`src/rtl/sm_addsub_seq_pkg.sv`:
```
`default_nettype none
// ============================================================================
// Module  : sm_addsub_pkg
// Brief   : Shared types and helpers for the digit-serial sign-magnitude adder
// Revision: 1.0
// ============================================================================
package sm_addsub_pkg;

   typedef enum logic [1:0] {
      IDLE = 2'd0,
      CALC = 2'd1,
      FIX  = 2'd2,
      DONE = 2'd3
   } state_t;

   localparam logic MODE_UNSIGNED = 1'b0;
   localparam logic MODE_SIGNED   = 1'b1;

   function automatic int clog2(input int value);
      int res;
      int v;
      res = 0;
      v   = value - 1;
      while (v > 0) begin
         res = res + 1;
         v   = v >> 1;
      end
      return res;
   endfunction

endpackage
`default_nettype wire

```
`src/rtl/sm_addsub_seq_if.sv`:
```
`default_nettype none
// ============================================================================
// Module  : sm_addsub_seq_if
// Brief   : Start/result handshake bundle of the sequential adder/subtractor
// Revision: 1.0
// ============================================================================
interface sm_addsub_seq_if #(
   parameter int WIDTH = 8
);
   logic             iStart;
   logic             iSA;
   logic             iSub;
   logic [WIDTH-1:0] iData_a;
   logic [WIDTH-1:0] iData_b;
   logic [WIDTH:0]   oData;
   logic             oData_C;
   logic             oBusy;
   logic             oDone;

   modport master (
      output iStart, iSA, iSub, iData_a, iData_b,
      input  oData, oData_C, oBusy, oDone
   );

   modport slave (
      input  iStart, iSA, iSub, iData_a, iData_b,
      output oData, oData_C, oBusy, oDone
   );
endinterface
`default_nettype wire

```
`src/rtl/sm_digit_addsub.sv`:
```
`default_nettype none
// ============================================================================
// Module  : sm_digit_addsub
// Brief   : Combinational DIGIT-bit slice adder with optional inversion of b
// Revision: 1.0
// ============================================================================
module sm_digit_addsub #(
   parameter int DIGIT = 1
) (
   input  logic [DIGIT-1:0] iA,
   input  logic [DIGIT-1:0] iB,
   input  logic             iInvB,
   input  logic             iCarry,
   output logic [DIGIT-1:0] oSum,
   output logic             oCarry
);
   logic [DIGIT-1:0] w_b;

   assign w_b = iInvB ? ~iB : iB;
   assign {oCarry, oSum} = {1'b0, iA} + {1'b0, w_b} + {{DIGIT{1'b0}}, iCarry};
endmodule
`default_nettype wire

```
`src/rtl/sm_addsub_seq.sv`:
```
`default_nettype none
// ============================================================================
// Module  : sm_addsub_seq
// Brief   : Digit-serial unsigned / sign-magnitude adder-subtractor, fixed latency
// Revision: 1.0
// ============================================================================
module sm_addsub_seq #(
   parameter int WIDTH = 8,
   parameter int DIGIT = 1
) (
   input  logic               iClk,
   input  logic               iRst,
   sm_addsub_seq_if.slave     bus
);
   import sm_addsub_pkg::*;

   localparam int N     = WIDTH / DIGIT;
   localparam int CNT_W = (N > 1) ? clog2(N) : 1;
   localparam logic [CNT_W-1:0] C_LAST = CNT_W'(N - 1);

   generate
      if (((WIDTH % DIGIT) != 0) || (WIDTH < 2)) begin : g_badParams
         $error("sm_addsub_seq: WIDTH must be >= 2 and a multiple of DIGIT");
      end
   endgenerate

   state_t             r_state;
   state_t             w_nextState;
   logic               w_busy;
   logic               w_done;
   logic               w_accept;
   logic               w_effSub;

   logic               r_sa;
   logic               r_effSub;
   logic               r_signA;
   logic               r_signB;
   logic [WIDTH-1:0]   r_ma;
   logic [WIDTH-1:0]   r_mb;
   logic [WIDTH-1:0]   r_raw;
   logic               r_carry;
   logic [CNT_W-1:0]   r_cnt;
   logic [WIDTH:0]     r_data;
   logic               r_dataC;

   logic [DIGIT-1:0]       w_sum;
   logic                   w_carryOut;
   logic [WIDTH+DIGIT-1:0] w_rawCat;
   logic [WIDTH-1:0]       w_negRaw;
   logic [WIDTH-1:0]       w_mag;
   logic                   w_sign;
   logic [WIDTH:0]         w_fixData;
   logic                   w_fixC;

   assign w_accept = ((r_state == IDLE) || (r_state == DONE)) && bus.iStart;
   // Signed mode subtracts magnitudes whenever the effective signs differ
   assign w_effSub = (bus.iSA == MODE_SIGNED)
                   ? (bus.iData_a[WIDTH-1] != (bus.iData_b[WIDTH-1] ^ bus.iSub))
                   : bus.iSub;

   always_ff @(posedge iClk or posedge iRst) begin
      if (iRst) r_state <= IDLE;
      else      r_state <= w_nextState;
   end

   always_comb begin
      w_nextState = r_state;
      w_busy      = 1'b0;
      w_done      = 1'b0;
      case (r_state)
         IDLE: if (bus.iStart) w_nextState = CALC;
         CALC: begin
            w_busy = 1'b1;
            if (r_cnt == C_LAST) w_nextState = FIX;
         end
         FIX: begin
            w_busy      = 1'b1;
            w_nextState = DONE;
         end
         DONE: begin
            w_done      = 1'b1;
            w_nextState = bus.iStart ? CALC : IDLE;
         end
         default: w_nextState = IDLE;
      endcase
   end

   sm_digit_addsub #(.DIGIT(DIGIT)) u_digit (
      .iA     (r_ma[DIGIT-1:0]),
      .iB     (r_mb[DIGIT-1:0]),
      .iInvB  (r_effSub),
      .iCarry (r_carry),
      .oSum   (w_sum),
      .oCarry (w_carryOut)
   );

   assign w_rawCat = {w_sum, r_raw};
   assign w_negRaw = WIDTH'(0) - r_raw;

   always_comb begin
      w_mag     = r_raw;
      w_sign    = 1'b0;
      w_fixC    = 1'b0;
      w_fixData = '0;
      if (r_sa == MODE_UNSIGNED) begin
         if (r_effSub) begin
            w_fixC    = ~r_carry;
            w_fixData = {~r_carry, r_raw};
         end else begin
            w_fixC    = r_carry;
            w_fixData = {r_carry, r_raw};
         end
      end else begin
         if (!r_effSub) begin
            w_sign = r_signA;
            w_fixC = r_raw[WIDTH-1];
         end else if (!r_carry) begin
            w_mag  = w_negRaw;
            w_sign = r_signB;
         end else begin
            w_sign = r_signA;
         end
         // A zero magnitude never carries a negative sign
         if (w_mag == '0) w_sign = 1'b0;
         w_fixData = {w_sign, w_mag};
      end
   end

   always_ff @(posedge iClk or posedge iRst) begin
      if (iRst) begin
         r_sa     <= 1'b0;
         r_effSub <= 1'b0;
         r_signA  <= 1'b0;
         r_signB  <= 1'b0;
         r_ma     <= '0;
         r_mb     <= '0;
         r_raw    <= '0;
         r_carry  <= 1'b0;
         r_cnt    <= '0;
         r_data   <= '0;
         r_dataC  <= 1'b0;
      end else if (w_accept) begin
         r_sa     <= bus.iSA;
         r_effSub <= w_effSub;
         r_signA  <= bus.iData_a[WIDTH-1];
         r_signB  <= bus.iData_b[WIDTH-1] ^ bus.iSub;
         r_ma     <= (bus.iSA == MODE_SIGNED) ? {1'b0, bus.iData_a[WIDTH-2:0]} : bus.iData_a;
         r_mb     <= (bus.iSA == MODE_SIGNED) ? {1'b0, bus.iData_b[WIDTH-2:0]} : bus.iData_b;
         r_raw    <= '0;
         r_carry  <= w_effSub;
         r_cnt    <= '0;
      end else if (r_state == CALC) begin
         r_ma    <= r_ma >> DIGIT;
         r_mb    <= r_mb >> DIGIT;
         r_raw   <= w_rawCat[WIDTH+DIGIT-1:DIGIT];
         r_carry <= w_carryOut;
         r_cnt   <= (r_cnt == C_LAST) ? '0 : r_cnt + CNT_W'(1);
      end else if (r_state == FIX) begin
         r_data  <= w_fixData;
         r_dataC <= w_fixC;
      end
   end

   assign bus.oData   = r_data;
   assign bus.oData_C = r_dataC;
   assign bus.oBusy   = w_busy;
   assign bus.oDone   = w_done;
endmodule
`default_nettype wire
```
`src/flat_wrapper.sv`:
```
// flat-port wrapper written by rule: the top's interface ports become plain ports
module sm_addsub_seq_flat import sm_addsub_pkg::*;
#(
   parameter int WIDTH = 8,
   parameter int DIGIT = 1
)
  (iClk, iRst, bus_iStart, bus_iSA, bus_iSub, bus_iData_a, bus_iData_b, bus_oData, bus_oData_C, bus_oBusy, bus_oDone);
  sm_addsub_seq_if #(.WIDTH(WIDTH)) bus_i ();
  input  logic iClk;
  input  logic iRst;
  input wire logic [$bits(bus_i.iStart)-1:0] bus_iStart;
  input wire logic [$bits(bus_i.iSA)-1:0] bus_iSA;
  input wire logic [$bits(bus_i.iSub)-1:0] bus_iSub;
  input wire logic [$bits(bus_i.iData_a)-1:0] bus_iData_a;
  input wire logic [$bits(bus_i.iData_b)-1:0] bus_iData_b;
  output wire logic [$bits(bus_i.oData)-1:0] bus_oData;
  output wire logic [$bits(bus_i.oData_C)-1:0] bus_oData_C;
  output wire logic [$bits(bus_i.oBusy)-1:0] bus_oBusy;
  output wire logic [$bits(bus_i.oDone)-1:0] bus_oDone;
  assign bus_i.iStart = bus_iStart;
  assign bus_i.iSA = bus_iSA;
  assign bus_i.iSub = bus_iSub;
  assign bus_i.iData_a = bus_iData_a;
  assign bus_i.iData_b = bus_iData_b;
  assign bus_oData = bus_i.oData;
  assign bus_oData_C = bus_i.oData_C;
  assign bus_oBusy = bus_i.oBusy;
  assign bus_oDone = bus_i.oDone;
  sm_addsub_seq #(.WIDTH(WIDTH), .DIGIT(DIGIT)) u_core (.iClk(iClk), .iRst(iRst), .bus(bus_i));
endmodule
```
`config.mk`:
```
export PLATFORM = sky130hd
export DESIGN_NAME = sm_addsub_seq_flat
export DESIGN_NICKNAME = d
export VERILOG_FILES = /design/src/rtl/sm_addsub_seq_pkg.sv /design/src/rtl/sm_addsub_seq_if.sv /design/src/rtl/sm_digit_addsub.sv /design/src/rtl/sm_addsub_seq.sv /design/src/flat_wrapper.sv
export SDC_FILE = /design/constraint.sdc
export NUM_CORES = 1
export LEC_CHECK = 0
export CAP_MARGIN = 25
export CELL_PAD_IN_SITES_DETAIL_PLACEMENT = 1
export CELL_PAD_IN_SITES_GLOBAL_PLACEMENT = 1
export CORE_ASPECT_RATIO = 1.2
export CORE_MARGIN = 5
export CORE_UTILIZATION = 25
export CTS_BUF_LIST = sky130_fd_sc_hd__clkbuf_8
export CTS_CLUSTER_DIAMETER = 50
export DETAILED_ROUTE_END_ITERATION = 8
export PLACE_DENSITY_LB_ADDON = 0.3
export SETUP_SLACK_MARGIN = 0.3
export SLEW_MARGIN = 10
export SYNTH_ARGS = -nofsm -noshare
export SYNTH_HDL_FRONTEND = slang
export SYNTH_HIERARCHICAL = 1
export SYNTH_SLANG_ARGS = --single-unit
```
`constraint.sdc`:
```
create_clock -name iClk -period 1.8 [get_ports iClk]
set_input_delay 0.36 -clock iClk [delete_from_list [all_inputs] [get_ports iClk]]
set_output_delay 0.36 -clock iClk [all_outputs]
set_load 0.05 [all_outputs]
```
==> results of run 1 <==
-- registers in the layout, summed over array words and instances (netlist names) --
| name | count |
|---|---|
| u_core/r_mb | 8 |
| u_core/r_effSub | 1 |
| u_core/r_ma | 8 |
| u_core/r_sa | 1 |
| u_core/r_carry | 1 |
| u_core/r_signA | 1 |
| u_core/bus.oData | 9 |
| u_core/r_state | 2 |
| u_core/r_cnt | 3 |
| u_core/bus.oData_C | 1 |
| u_core/r_raw | 8 |
| u_core/r_signB | 1 |
-- per-layer routing --
layer | share of wire | vias up | global-route usage
met5 | 0 | - | 0
met4 | 0.011 | 0 | 0.0237
met3 | 0.039 | 8 | 0.0231
met2 | 0.52 | 34 | 0.187
met1 | 0.43 | 871 | 0.119
li1 | - | 901 | -
-- through the flow --
stage | worst slack (ns) | cells | total power, mW | util | area [µm²]
5_1_grt | 0.0190 | 410 | 6.63 | 0.344 | 3240
3_5_place_dp | 0.0520 | 391 | 4.96 | 0.311 | 2930
4_1_cts | 0.126 | 407 | 5.98 | 0.334 | 3150
2_1_floorplan | 0.177 | 238 | 4.04 | - | 2410
6_report | 0.0900 | 410 | 6.13 | 0.344 | 3240
3_3_place_gp | 0.105 | 391 | 4.89 | 0.311 | 2930
-- worst max-delay path, stage by stage (launching register included) --
cell and delay (ns):
sky130_fd_sc_hd__dfrtp_2 0.45, sky130_fd_sc_hd__inv_2 0.09, sky130_fd_sc_hd__ha_4 0.20, sky130_fd_sc_hd__o21a_1 0.17, sky130_fd_sc_hd__o31ai_2 0.19, sky130_fd_sc_hd__o2111ai_1 0.14, sky130_fd_sc_hd__o311a_1 0.36
-- cell usage after synthesis, types with 2 or more instances --
library cell	instances
sky130_fd_sc_hd__nand2_1	19
sky130_fd_sc_hd__xnor2_1	6
sky130_fd_sc_hd__a21oi_1	13
sky130_fd_sc_hd__o21ai_0	22
sky130_fd_sc_hd__o2111ai_1	3
sky130_fd_sc_hd__a31oi_1	3
sky130_fd_sc_hd__buf_2	3
sky130_fd_sc_hd__nand2b_1	4
sky130_fd_sc_hd__nand3b_1	4
sky130_fd_sc_hd__buf_1	2
sky130_fd_sc_hd__ha_1	8
sky130_fd_sc_hd__nor2_1	27
sky130_fd_sc_hd__inv_1	12
sky130_fd_sc_hd__clkbuf_1	9
sky130_fd_sc_hd__mux2i_1	27
sky130_fd_sc_hd__o21bai_1	2
sky130_fd_sc_hd__a211oi_1	3
sky130_fd_sc_hd__dfrtp_1	44
sky130_fd_sc_hd__mux2_2	3
sky130_fd_sc_hd__nor2b_1	2
sky130_fd_sc_hd__xor2_1	4
-- power by group through the flow --
stage,combinational (mW),clock (mW),sequential [mW]
after CTS,3.41,0.788,1.79
after global routing,3.93,0.823,1.87
after global placement,3.10,0,1.79
final,3.58,0.749,1.80
after floorplan,1.97,0,2.07
after detailed placement,3.16,0,1.80
-- logic make-up after synthesis --
logic type	after synthesis	synth area share
buf+inv	28	0.0506
xor+xnor	10	0.0369
simple gates	65	0.140
mux	31	0.133
compound gates	51	0.126
fa+ha+maj	9	0.0506
flops	44	0.463
-- final timing paths --
| path | start | to | cells past startpoint |
|---|---|---|---|
| setup / recovery | u_core/r_raw[0] | u_core/bus.oData[8] | 6 |
| hold / removal | iRst | u_core/r_ma[5] | 3 |
| setup reg to reg | u_core/r_raw[0] | u_core/bus.oData[8] | 6 |
| hold reg to reg | u_core/bus.oData[0] | u_core/bus.oData[0] | 1 |
| max in group asynchronous | iRst | u_core/r_raw[1] | 3 |
| min in group iClk | u_core/bus.oData[0] | u_core/bus.oData[0] | 1 |
-- area by class of cell --
type | count | area (µm²) | share of cell area
timing repair buffer | 57 | 561 | 0.173
tap | 123 | 154 | 0.0475
clock inverter | 3 | 38.8 | 0.0120
multi-input combinational | 166 | 1270 | 0.391
sequential | 44 | 1110 | 0.341
clock buffer | 5 | 68.8 | 0.0212
inverter | 12 | 45.0 | 0.0139
-- timing repair --
action,4_1_cts,5_1_grt
endpoints found under the setup margin,24,28
resized for setup,11,18
pin swaps,3,2
buffers inserted,8,3
==> qor.yml, run 1 <==
outcome: "complete, no violations"
num-nets-final: 316
area_growth_syn_to_layout_pct: 36.3
swShare: 0.427
synth_top_cell_area_share: 0.463
synth.net_count: 268
cts-htree-levels: 2
cts_tree: "yes"
worstSkewPairLatency_ns: 0.29
synth_seq_cells: 44
numCtsBuffers: 5
dr.first_iter.drc_count: 28
drv_cap: 0
finalCriticalPeriod_ns: 1.71
syn-cell-area_mm2: 0.00238
finalWirelength_mm: 5.46
fp.dieW_um: 99.0
syn_area_per_cell_um2: 9.98
yosys.area.top_type: "sky130_fd_sc_hd__dfrtp_1"
portBuffers: 32
detail_route.wl_per_cell_um: 13.3
synth_seq_area_share: 0.463
final-max-slew-violation-count: 0
max-clock-path-buffers: 2
die_height_um: 117
final_layout_size_suffix_gt1_frac: 0.265
synth-edff-count: 0
grt.total_usage: 0.101
max_rail_drop_vdd_mv: 0.534
final.setup_skew_ns: 0.00420
maximum_clock_frequency_mhz: 585
crit_path_start_kind: "flip-flop"
post_cts_hold_buffer_count: 0
p_seq_frac: 0.293
tns_ns: 0
worstSetupPathType: "flip-flop to flip-flop"
io_pins: 33
comb_power_share: 0.585
filler_cell_count: 1062
layout_commonest_cell: "sky130_fd_sc_hd__dfrtp_1"
netlist_top_cells_area: "sky130_fd_sc_hd__dfrtp_1 46%, sky130_fd_sc_hd__mux2i_1 11%, sky130_fd_sc_hd__o21ai_0 4.6%"
antenna_found_initial: 0
worst_setup_path_end_kind: "flip-flop"
switchingPower_mw: 2.62
grt_first_pass_wirelength_mm: 9.63
antenna_cells_inserted: 0
number_of_global_route_vias_before_repair: 2032
detail_route.first_pass.iterations: 3
critical_path_required_ns: 1.98
hold-worst-slack_ns: 0.398
vias: 1814
leakage_power_figure_nw: 1.40
path_max_fanout: 4
cts_sinks: 44
post-dp-hpwl_mm: 3.83
die_area_mm2: 0.0116
power.share.clock: 0.122
root_buffer: "sky130_fd_sc_hd__clkbuf_8"
post-route-period-util: 0.950
rows: 39
internal_power_mw: 3.51
synth_ff_type: "sky130_fd_sc_hd__dfrtp_1"
vias_per_cell: 4.42
setup_violations: 0
arrival_time_at_the_worst_endpoint_ns: 1.89
path_clk_slew_ns: 0.08
power_density_mw_per_mm2: 1890
slew_headroom: 0.737
r2r_setup_slack_ns: 0.09
grt_setup_unrepaired: "yes"
antenna_left: 0
initial_core_utilization: 0.252
synth-warning-count: 6
postSynth.asyncResetShare: 1.00
hold_viol_final: 0
synthCells: 238
fp.coreArea_mm2: 0.00942
gp_congestion: 0.719
transition_time_at_the_pin_with_the_least_slew_margin_ns: 0.394
grt.overflow.total: 0
worstHoldPathType: "input pin to asynchronous set/reset pin"
yosysUniqueCellTypes: 39
detail_route.drc_violations: 0
largest_net_degree_at_the_start_of_global_routing: 45
leading_cell_types_in_the_layout_fill_and_taps_excluded: "40 x sky130_fd_sc_hd__dfrtp_1, 29 x sky130_fd_sc_hd__buf_4, 27 x sky130_fd_sc_hd__mux2i_1"
(Power assumes the default switching activity.)
==> run 2, diff against run 1 <==
--- a/config.mk
+++ b/config.mk
@@ -5,6 +5,7 @@
 export SDC_FILE = /design/constraint.sdc
 export NUM_CORES = 1
 export LEC_CHECK = 0
+export ABC_AREA = 1
 export CAP_MARGIN = 25
 export CELL_PAD_IN_SITES_DETAIL_PLACEMENT = 1
 export CELL_PAD_IN_SITES_GLOBAL_PLACEMENT = 1
@@ -15,6 +16,7 @@
 export CTS_CLUSTER_DIAMETER = 50
 export DETAILED_ROUTE_END_ITERATION = 8
 export PLACE_DENSITY_LB_ADDON = 0.3
+export REMOVE_ABC_BUFFERS = 1
 export SETUP_SLACK_MARGIN = 0.3
 export SLEW_MARGIN = 10
 export SYNTH_ARGS = -nofsm -noshare
==> run 2 against run 1 <==
Global-route usage rose by 2.9 points. Clock power increased by 43%. Critical endpoint is now bus_oBusy. Highest routed layer unchanged. Critical path type is now flip-flop to output port. Sequential share of layout area shrank 1.3 points.
==> qor.yml, run 2 <==
outcome: "complete, no violations"
numCtsBuffers: 5  # unchanged
place.detailed.instances: 439  # +12%
setup_violations: 0  # unchanged
detail_route.wl_per_cell_um: 15.1  # +14%
synth-warning-count: 6  # unchanged
cts_sinks: 44  # unchanged
cts_tree: "yes"
fp.dieW_um: 97.9  # -1.1%
max-clock-path-buffers: 2  # unchanged
vias_per_cell: 4.63  # +4.7%
final-max-slew-violation-count: 0  # unchanged
final_critical_path_setup_slack_ns: 0.232  # +0.142 ns
root_buffer: "sky130_fd_sc_hd__clkbuf_8"
path_clk_slew_ns: 0.08  # about the same
io_pins: 33  # unchanged
synth_seq_cells: 44  # unchanged
grt_use_met1: 0.159  # +0.0400
max_rail_drop_vdd_mv: 0.559  # +4.7%
finalWirelength_mm: 7.08  # +30%
final_core_utilization: 0.372  # +0.0283
largest_net_degree_at_the_start_of_global_routing: 36  # -20%
num-nets-final: 377  # +19%
synth_fa_ha_area_frac: 0.0518  # +0.00125
worst_setup_path_end_kind: "output port"
synth_mux_area_frac: 0  # -0.133
synthCells: 287  # +21%
post_synth_most_frequent_cells: "67 x sky130_fd_sc_hd__nand2_1, 44 x sky130_fd_sc_hd__dfrtp_1, 36 x sky130_fd_sc_hd__inv_1"
leading_cell_types_in_the_layout_fill_and_taps_excluded: "56 x sky130_fd_sc_hd__nand2_1, 42 x sky130_fd_sc_hd__dfrtp_1, 32 x sky130_fd_sc_hd__buf_4"
syn_area_per_cell_um2: 8.08  # -19%
hold-worst-slack_ns: 0.302  # -0.0959 ns
comb_power_share: 0.612  # +0.027
leakage_power_figure_nw: 1.54  # +10%
detail_route.first_pass.iterations: 4  # +1
drv_cap: 0  # unchanged
antenna_left: 0  # unchanged
gp_congestion: 0.732  # +1.7%
arrival_time_at_the_worst_endpoint_ns: 1.21  # -0.68 ns
critical_path_required_ns: 1.44  # -0.54 ns
initial_core_utilization: 0.257  # +0.00436
syn-cell-area_mm2: 0.00232  # -2.4%
rows: 38  # -2.6%
finalCriticalPeriod_ns: 1.57  # -0.142 ns
antenna_found_initial: 0  # unchanged
power_density_mw_per_mm2: 2200  # +16%
detail_route.drc_violations: 0  # unchanged
yosysUniqueCellTypes: 26  # -33%
synth_seq_area_share: 0.475  # +0.0115
vias: 2168  # +20%
die_area_mm2: 0.0113  # -2.2%
detailedPlace.worstSlack_ns: -0.0208  # -0.0728 ns
slew_headroom: 0.723  # -0.0132
post_layout_nonfiller_instances: 468  # +14%
switchingPower_mw: 3.41  # +30%
post-route-period-util: 0.871  # -0.0791
grt_use_met2: 0.233  # +0.0457
synth-simple-area-share: 0.210  # +0.0699
grt_setup_unrepaired: "yes"
cts-htree-levels: 2  # unchanged
final_layout_size_suffix_gt1_frac: 0.296  # +0.0312
p_seq_frac: 0.244  # -0.049
fp.coreArea_mm2: 0.00903  # -4.1%
worstHoldPathType: "input pin to asynchronous set/reset pin"
synth-edff-count: 0  # unchanged
yosys.cell_count.top_type: "sky130_fd_sc_hd__nand2_1"
fin_total_pwr_mw: 7.40  # +21%
netlist_top_cells_area: "sky130_fd_sc_hd__dfrtp_1 47%, sky130_fd_sc_hd__nand2_1 11%, sky130_fd_sc_hd__a21oi_1 6.0%"
dominant_combinational_cell_family_by_area_after_synthesis: "simple AND/OR/NAND/NOR gates"
grt.overflow.total: 0  # unchanged
internal_power_mw: 4.00  # +14%
crit_path_start_kind: "flip-flop"
dr.first_iter.drc_count: 80  # +190%
die_height_um: 115  # -1.1%
worstSetupPathType: "flip-flop to output port"
layout_commonest_cell: "sky130_fd_sc_hd__nand2_1"
transition_time_at_the_pin_with_the_least_slew_margin_ns: 0.412  # +0.0182 ns
gr_util_met3: 0.0241  # +0.000964
area_fraction_in_compound_gates_after_synthesis: 0.168  # +0.0420
maximum_clock_frequency_mhz: 638  # +9.1%
grt_first_pass_wirelength_mm: 11.9  # +23%
synth_ff_type: "sky130_fd_sc_hd__dfrtp_1"
postSynth.asyncResetShare: 1.00  # unchanged
synth_top_cell_area_share: 0.475  # +0.0115
path_max_fanout: 3  # -1
worstSkewPairLatency_ns: 0.31  # +0.02 ns
grt.total_usage: 0.130  # +0.0290
yosys.area.top_type: "sky130_fd_sc_hd__dfrtp_1"
power.share.clock: 0.144  # +0.022
yosys.area_share.xor_xnor: 0.00756  # -0.0293
area_growth_syn_to_layout_pct: 45.1
flip_flop_count_of_the_largest_register_all_copies_and_words_added: 9  # unchanged
portBuffers: 32  # unchanged
number_of_global_route_vias_before_repair: 2417  # +19%
hold_viol_final: 0  # unchanged
post-dp-hpwl_mm: 4.73  # +23%
swShare: 0.460  # +0.0326
grt-busiest-layer: "met2"
antenna_cells_inserted: 0  # unchanged
post_cts_hold_buffer_count: 0  # unchanged
final.setup_skew_ns: 0.00837  # +0.00417 ns
run 2: cell types whose count changed in the layout (fill, tap and decap cells not counted), sizes merged, moves of 5 or more:
| cell | before | now |
|---|---|---|
| xnor2 | 6 | 1 |
| a21oi | 13 | 29 |
| o211ai | 1 | 6 |
| o21ai | 22 | 17 |
| inv | 12 | 35 |
| buf | 37 | 44 |
| o311ai | 0 | 7 |
| mux2i | 27 | 0 |
| nand2 | 20 | 71 |
| nand3 | 1 | 20 |
run 2: metal layers:
metal / vias up / wire length, µm
li1: 1056 / -
met1: 1068 / 3070
met2: 34 / 3720
met3: 10 / 174
met4: 0 / 118
met5: - / 0
run 2: final timing paths:
kind	startpoint	end	slack, ns	cells after the start
worst max-delay path	u_core/r_state[1]	bus_oBusy	0.23	3
worst max register to register	u_core/r_state[1]	u_core/r_state[1]	0.24	7
min in group iClk	u_core/r_cnt[0]	u_core/r_cnt[0]	0.50	1
max in group asynchronous	iRst	u_core/r_raw[2]	1.01	3
worst min-delay path	iRst	u_core/r_state[0]	0.30	2
worst min register to register	u_core/r_cnt[0]	u_core/r_cnt[0]	0.50	1
run 2: metrics by stage:
step / cell area [µm²] / setup TNS [ns]
6_report: 3360 / 0
2_1_floorplan: 2260 / -16.50
5_1_grt: 3360 / 0
3_3_place_gp: 2840 / 0
3_5_place_dp: 2840 / -0.0208
4_1_cts: 3200 / 0
run 2: power groups by stage:
stage	clock [mW]	sequential [mW]	combinational, mW
floorplan	0	2.14	1.92
global placement	0	1.80	3.47
detailed placement	0	1.81	3.56
CTS	1.10	1.79	4.11
global route	1.14	1.87	5.00
finish	1.07	1.80	4.53
run 2: kinds of logic (layout without fill, tap and decap cells):
group / after synthesis / in the layout
fa+ha+maj: 9 / 9
flops: 44 / 44
buf+inv: 52 / 112
xor+xnor: 2 / 2
compound gates: 66 / 66
simple gates: 114 / 115
run 2: what timing repair did:
| item | CTS | global route |
|---|---|---|
| pin swaps | 6 | 18 |
| buffers inserted | 12 | 6 |
| setup endpoints to repair | 35 | 40 |
| gates cloned | 2 | 1 |
| gates resized for setup | 34 | 39 |
run 2: final cells by class:
cell class                      instances  area [µm²]
Fill cell                            1105        5670
Multi-Input combinational cell        192        1170
Sequential cell                        44        1100
Timing Repair Buffer                   64         612
Inverter                               39         161
Tap cell                              120         150
Clock inverter                          3        90.1
Clock buffer                            5        68.8
Timing Repair inverter                  1        7.51
run 2: critical path, stage by stage (launching register included):
cell	delay (ns)
sky130_fd_sc_hd__dfrtp_1	0.40
sky130_fd_sc_hd__inv_2	0.08
sky130_fd_sc_hd__ha_4	0.29
sky130_fd_sc_hd__buf_12	0.13
==> run 3, diff against run 2 <==
--- a/config.mk
+++ b/config.mk
@@ -11,7 +11,7 @@
 export CELL_PAD_IN_SITES_GLOBAL_PLACEMENT = 1
 export CORE_ASPECT_RATIO = 1.2
 export CORE_MARGIN = 5
-export CORE_UTILIZATION = 25
+export CORE_UTILIZATION = 30
 export CTS_BUF_LIST = sky130_fd_sc_hd__clkbuf_8
 export CTS_CLUSTER_DIAMETER = 50
 export DETAILED_ROUTE_END_ITERATION = 8
==> run 3 against run 2 <==
Fmax increased by 0.30%. Clock-buffer cell count unchanged. Largest power group unchanged. First-iteration DRC count down 34%.
==> qor.yml, run 3 (same netlist as run 2, synthesis figures left out) <==
cts-htree-levels: 2  # unchanged
detail_route.drc_violations: 0  # unchanged
transition_time_at_the_pin_with_the_least_slew_margin_ns: 0.458  # +0.0457 ns
rows: 35  # -7.9%
outcome: "complete, no violations"
worstSetupPathType: "flip-flop to output port"
final_core_utilization: 0.411  # +0.0392
slew_headroom: 0.693  # -0.0306
maximum_clock_frequency_mhz: 640  # +0.30%
path_max_fanout: 3  # unchanged
numCtsBuffers: 5  # unchanged
die_area_mm2: 0.00959  # -15%
detailedPlace.worstSlack_ns: 0.00275  # +0.0235 ns
detail_route.wl_per_cell_um: 14.9  # -1.6%
arrival_time_at_the_worst_endpoint_ns: 1.20  # about the same
vias: 2058  # -5.1%
post-dp-hpwl_mm: 4.43  # -6.3%
portBuffers: 32  # unchanged
grt_first_pass_wirelength_mm: 10.9  # -7.9%
max-clock-path-buffers: 2  # unchanged
critical_path_required_ns: 1.44  # about the same
die_height_um: 106  # -8.0%
detail_route.first_pass.iterations: 4  # unchanged
fp.dieW_um: 90.3  # -7.8%
cts_sinks: 44  # unchanged
antenna_found_initial: 0  # unchanged
leakage_power_figure_nw: 1.46  # -5.0%
finalWirelength_mm: 6.37  # -10%
tns_ns: 0  # unchanged
worst_setup_path_end_kind: "output port"
num-nets-final: 365  # -3.2%
fin_total_pwr_mw: 6.68  # -9.7%
hold_viol_final: 0  # unchanged
post_cts_hold_buffer_count: 0  # unchanged
layout_commonest_cell: "sky130_fd_sc_hd__nand2_1"
leading_cell_types_in_the_layout_fill_and_taps_excluded: "63 x sky130_fd_sc_hd__nand2_1, 43 x sky130_fd_sc_hd__dfrtp_1, 27 x sky130_fd_sc_hd__inv_1"
setup_violations: 0  # unchanged
antenna_cells_inserted: 0  # unchanged
path_clk_slew_ns: 0.09  # about the same
grt_setup_unrepaired: "yes"
flip_flop_count_of_the_largest_register_all_copies_and_words_added: 9  # unchanged
vias_per_cell: 4.81  # +3.8%
dr.first_iter.drc_count: 53  # -34%
drv_cap: 0  # unchanged
worstHoldPathType: "input pin to asynchronous set/reset pin"
post-route-period-util: 0.868  # -0.00260
gp_congestion: 0.789  # +7.8%
largest_net_degree_at_the_start_of_global_routing: 35  # -2.8%
final.setup_skew_ns: 0.00597  # -0.00240 ns
worstSkewPairLatency_ns: 0.30  # about the same
root_buffer: "sky130_fd_sc_hd__clkbuf_8"
grt.total_usage: 0.138  # +0.00753
grt.overflow.total: 0  # unchanged
io_pins: 33  # unchanged
max_rail_drop_vdd_mv: 1.04  # +87%
cts_tree: "yes"
antenna_left: 0  # unchanged
number_of_global_route_vias_before_repair: 2267  # -6.2%
power_density_mw_per_mm2: 2130  # -3.2%
area_growth_syn_to_layout_pct: 35.2
final_layout_size_suffix_gt1_frac: 0.238  # -0.0579
place.detailed.instances: 408  # -7.1%
final-max-slew-violation-count: 0  # unchanged
crit_path_start_kind: "flip-flop"
fp.coreArea_mm2: 0.00762  # -16%
final_critical_path_setup_slack_ns: 0.237  # +0.00468 ns
initial_core_utilization: 0.304  # +0.0476
finalCriticalPeriod_ns: 1.56  # -0.00468 ns
post_layout_nonfiller_instances: 428  # -8.5%
==> run 3: cell count changes in the layout (fill, tap and decap cells not counted), moves of 2 or more <==
| cell | before | now |
|---|---|---|
| sky130_fd_sc_hd__o21ai_0 | 13 | 17 |
| sky130_fd_sc_hd__inv_1 | 24 | 27 |
| sky130_fd_sc_hd__nand2_2 | 14 | 7 |
| sky130_fd_sc_hd__buf_8 | 2 | 0 |
| sky130_fd_sc_hd__nand2_1 | 56 | 63 |
| sky130_fd_sc_hd__o21ai_1 | 4 | 0 |
| sky130_fd_sc_hd__o22ai_2 | 0 | 2 |
| sky130_fd_sc_hd__bufinv_16 | 3 | 1 |
| sky130_fd_sc_hd__nand3_2 | 3 | 1 |
| sky130_fd_sc_hd__nand3_1 | 17 | 19 |
| sky130_fd_sc_hd__inv_2 | 9 | 7 |
| sky130_fd_sc_hd__buf_4 | 32 | 25 |
==> run 3: area by class of cell <==
| class | instances | area, µm² |
|---|---|---|
| tap | 92 | 115 |
| fill | 937 | 4480 |
| multi-input combinational | 191 | 1130 |
| clock buffer | 5 | 68.8 |
| sequential | 44 | 1100 |
| timing repair buffer | 53 | 513 |
| clock inverter | 3 | 38.8 |
| inverter | 39 | 161 |
| timing repair inverter | 1 | 7.51 |
==> run 3: metal layers <==
| metal | vias up | GRT usage | share of wire |
|---|---|---|---|
| met4 | 0 | 0.0404 | 0.011 |
| met1 | 973 | 0.168 | 0.43 |
| met3 | 7 | 0.0262 | 0.041 |
| li1 | 1034 | - | - |
| met2 | 44 | 0.245 | 0.52 |
| met5 | - | 0 | 0 |
==> run 3: report_power, final <==
group / total [mW] / internal (mW) / switching, mW
registers: 1.79 / 1.47 / 0.320
logic: 4.13 / 1.61 / 2.52
clock network: 0.770 / 0.407 / 0.363
==> run 3: critical path, cell delays in order, from the launching register on <==
cell,delay [ns]
sky130_fd_sc_hd__dfrtp_1,0.40
sky130_fd_sc_hd__inv_2,0.07
sky130_fd_sc_hd__ha_4,0.29
sky130_fd_sc_hd__buf_12,0.13
==> run 3: path summary, 6_finish.rpt <==
check / end / slack (ns) / cells past startpoint / startpoint
setup / recovery: bus_oBusy / 0.24 / 3 / u_core/r_state[0]
hold / removal: u_core/r_raw[4] / 0.31 / 2 / iRst
setup reg to reg: u_core/r_state[0] / 0.26 / 7 / u_core/r_state[0]
hold reg to reg: u_core/r_cnt[0] / 0.49 / 1 / u_core/r_cnt[0]
max in group asynchronous: u_core/r_raw[3] / 0.98 / 3 / iRst
min in group iClk: u_core/r_cnt[0] / 0.49 / 1 / u_core/r_cnt[0]
==> run 3: repair_timing <==
item                       CTS  global route
cloned                       1             1
buffers inserted             8             2
gates resized for setup     26            28
setup endpoints to repair   35            39
pin swaps                    2             7
==> run 3: metrics by stage <==
stage / instance area [µm²] / hold WS (ns)
2_1_floorplan: 2260 / 0.446
3_3_place_gp: 2780 / 0.470
3_5_place_dp: 2780 / 0.474
4_1_cts: 3030 / 0.320
5_1_grt: 3140 / 0.335
6_report: 3140 / 0.314
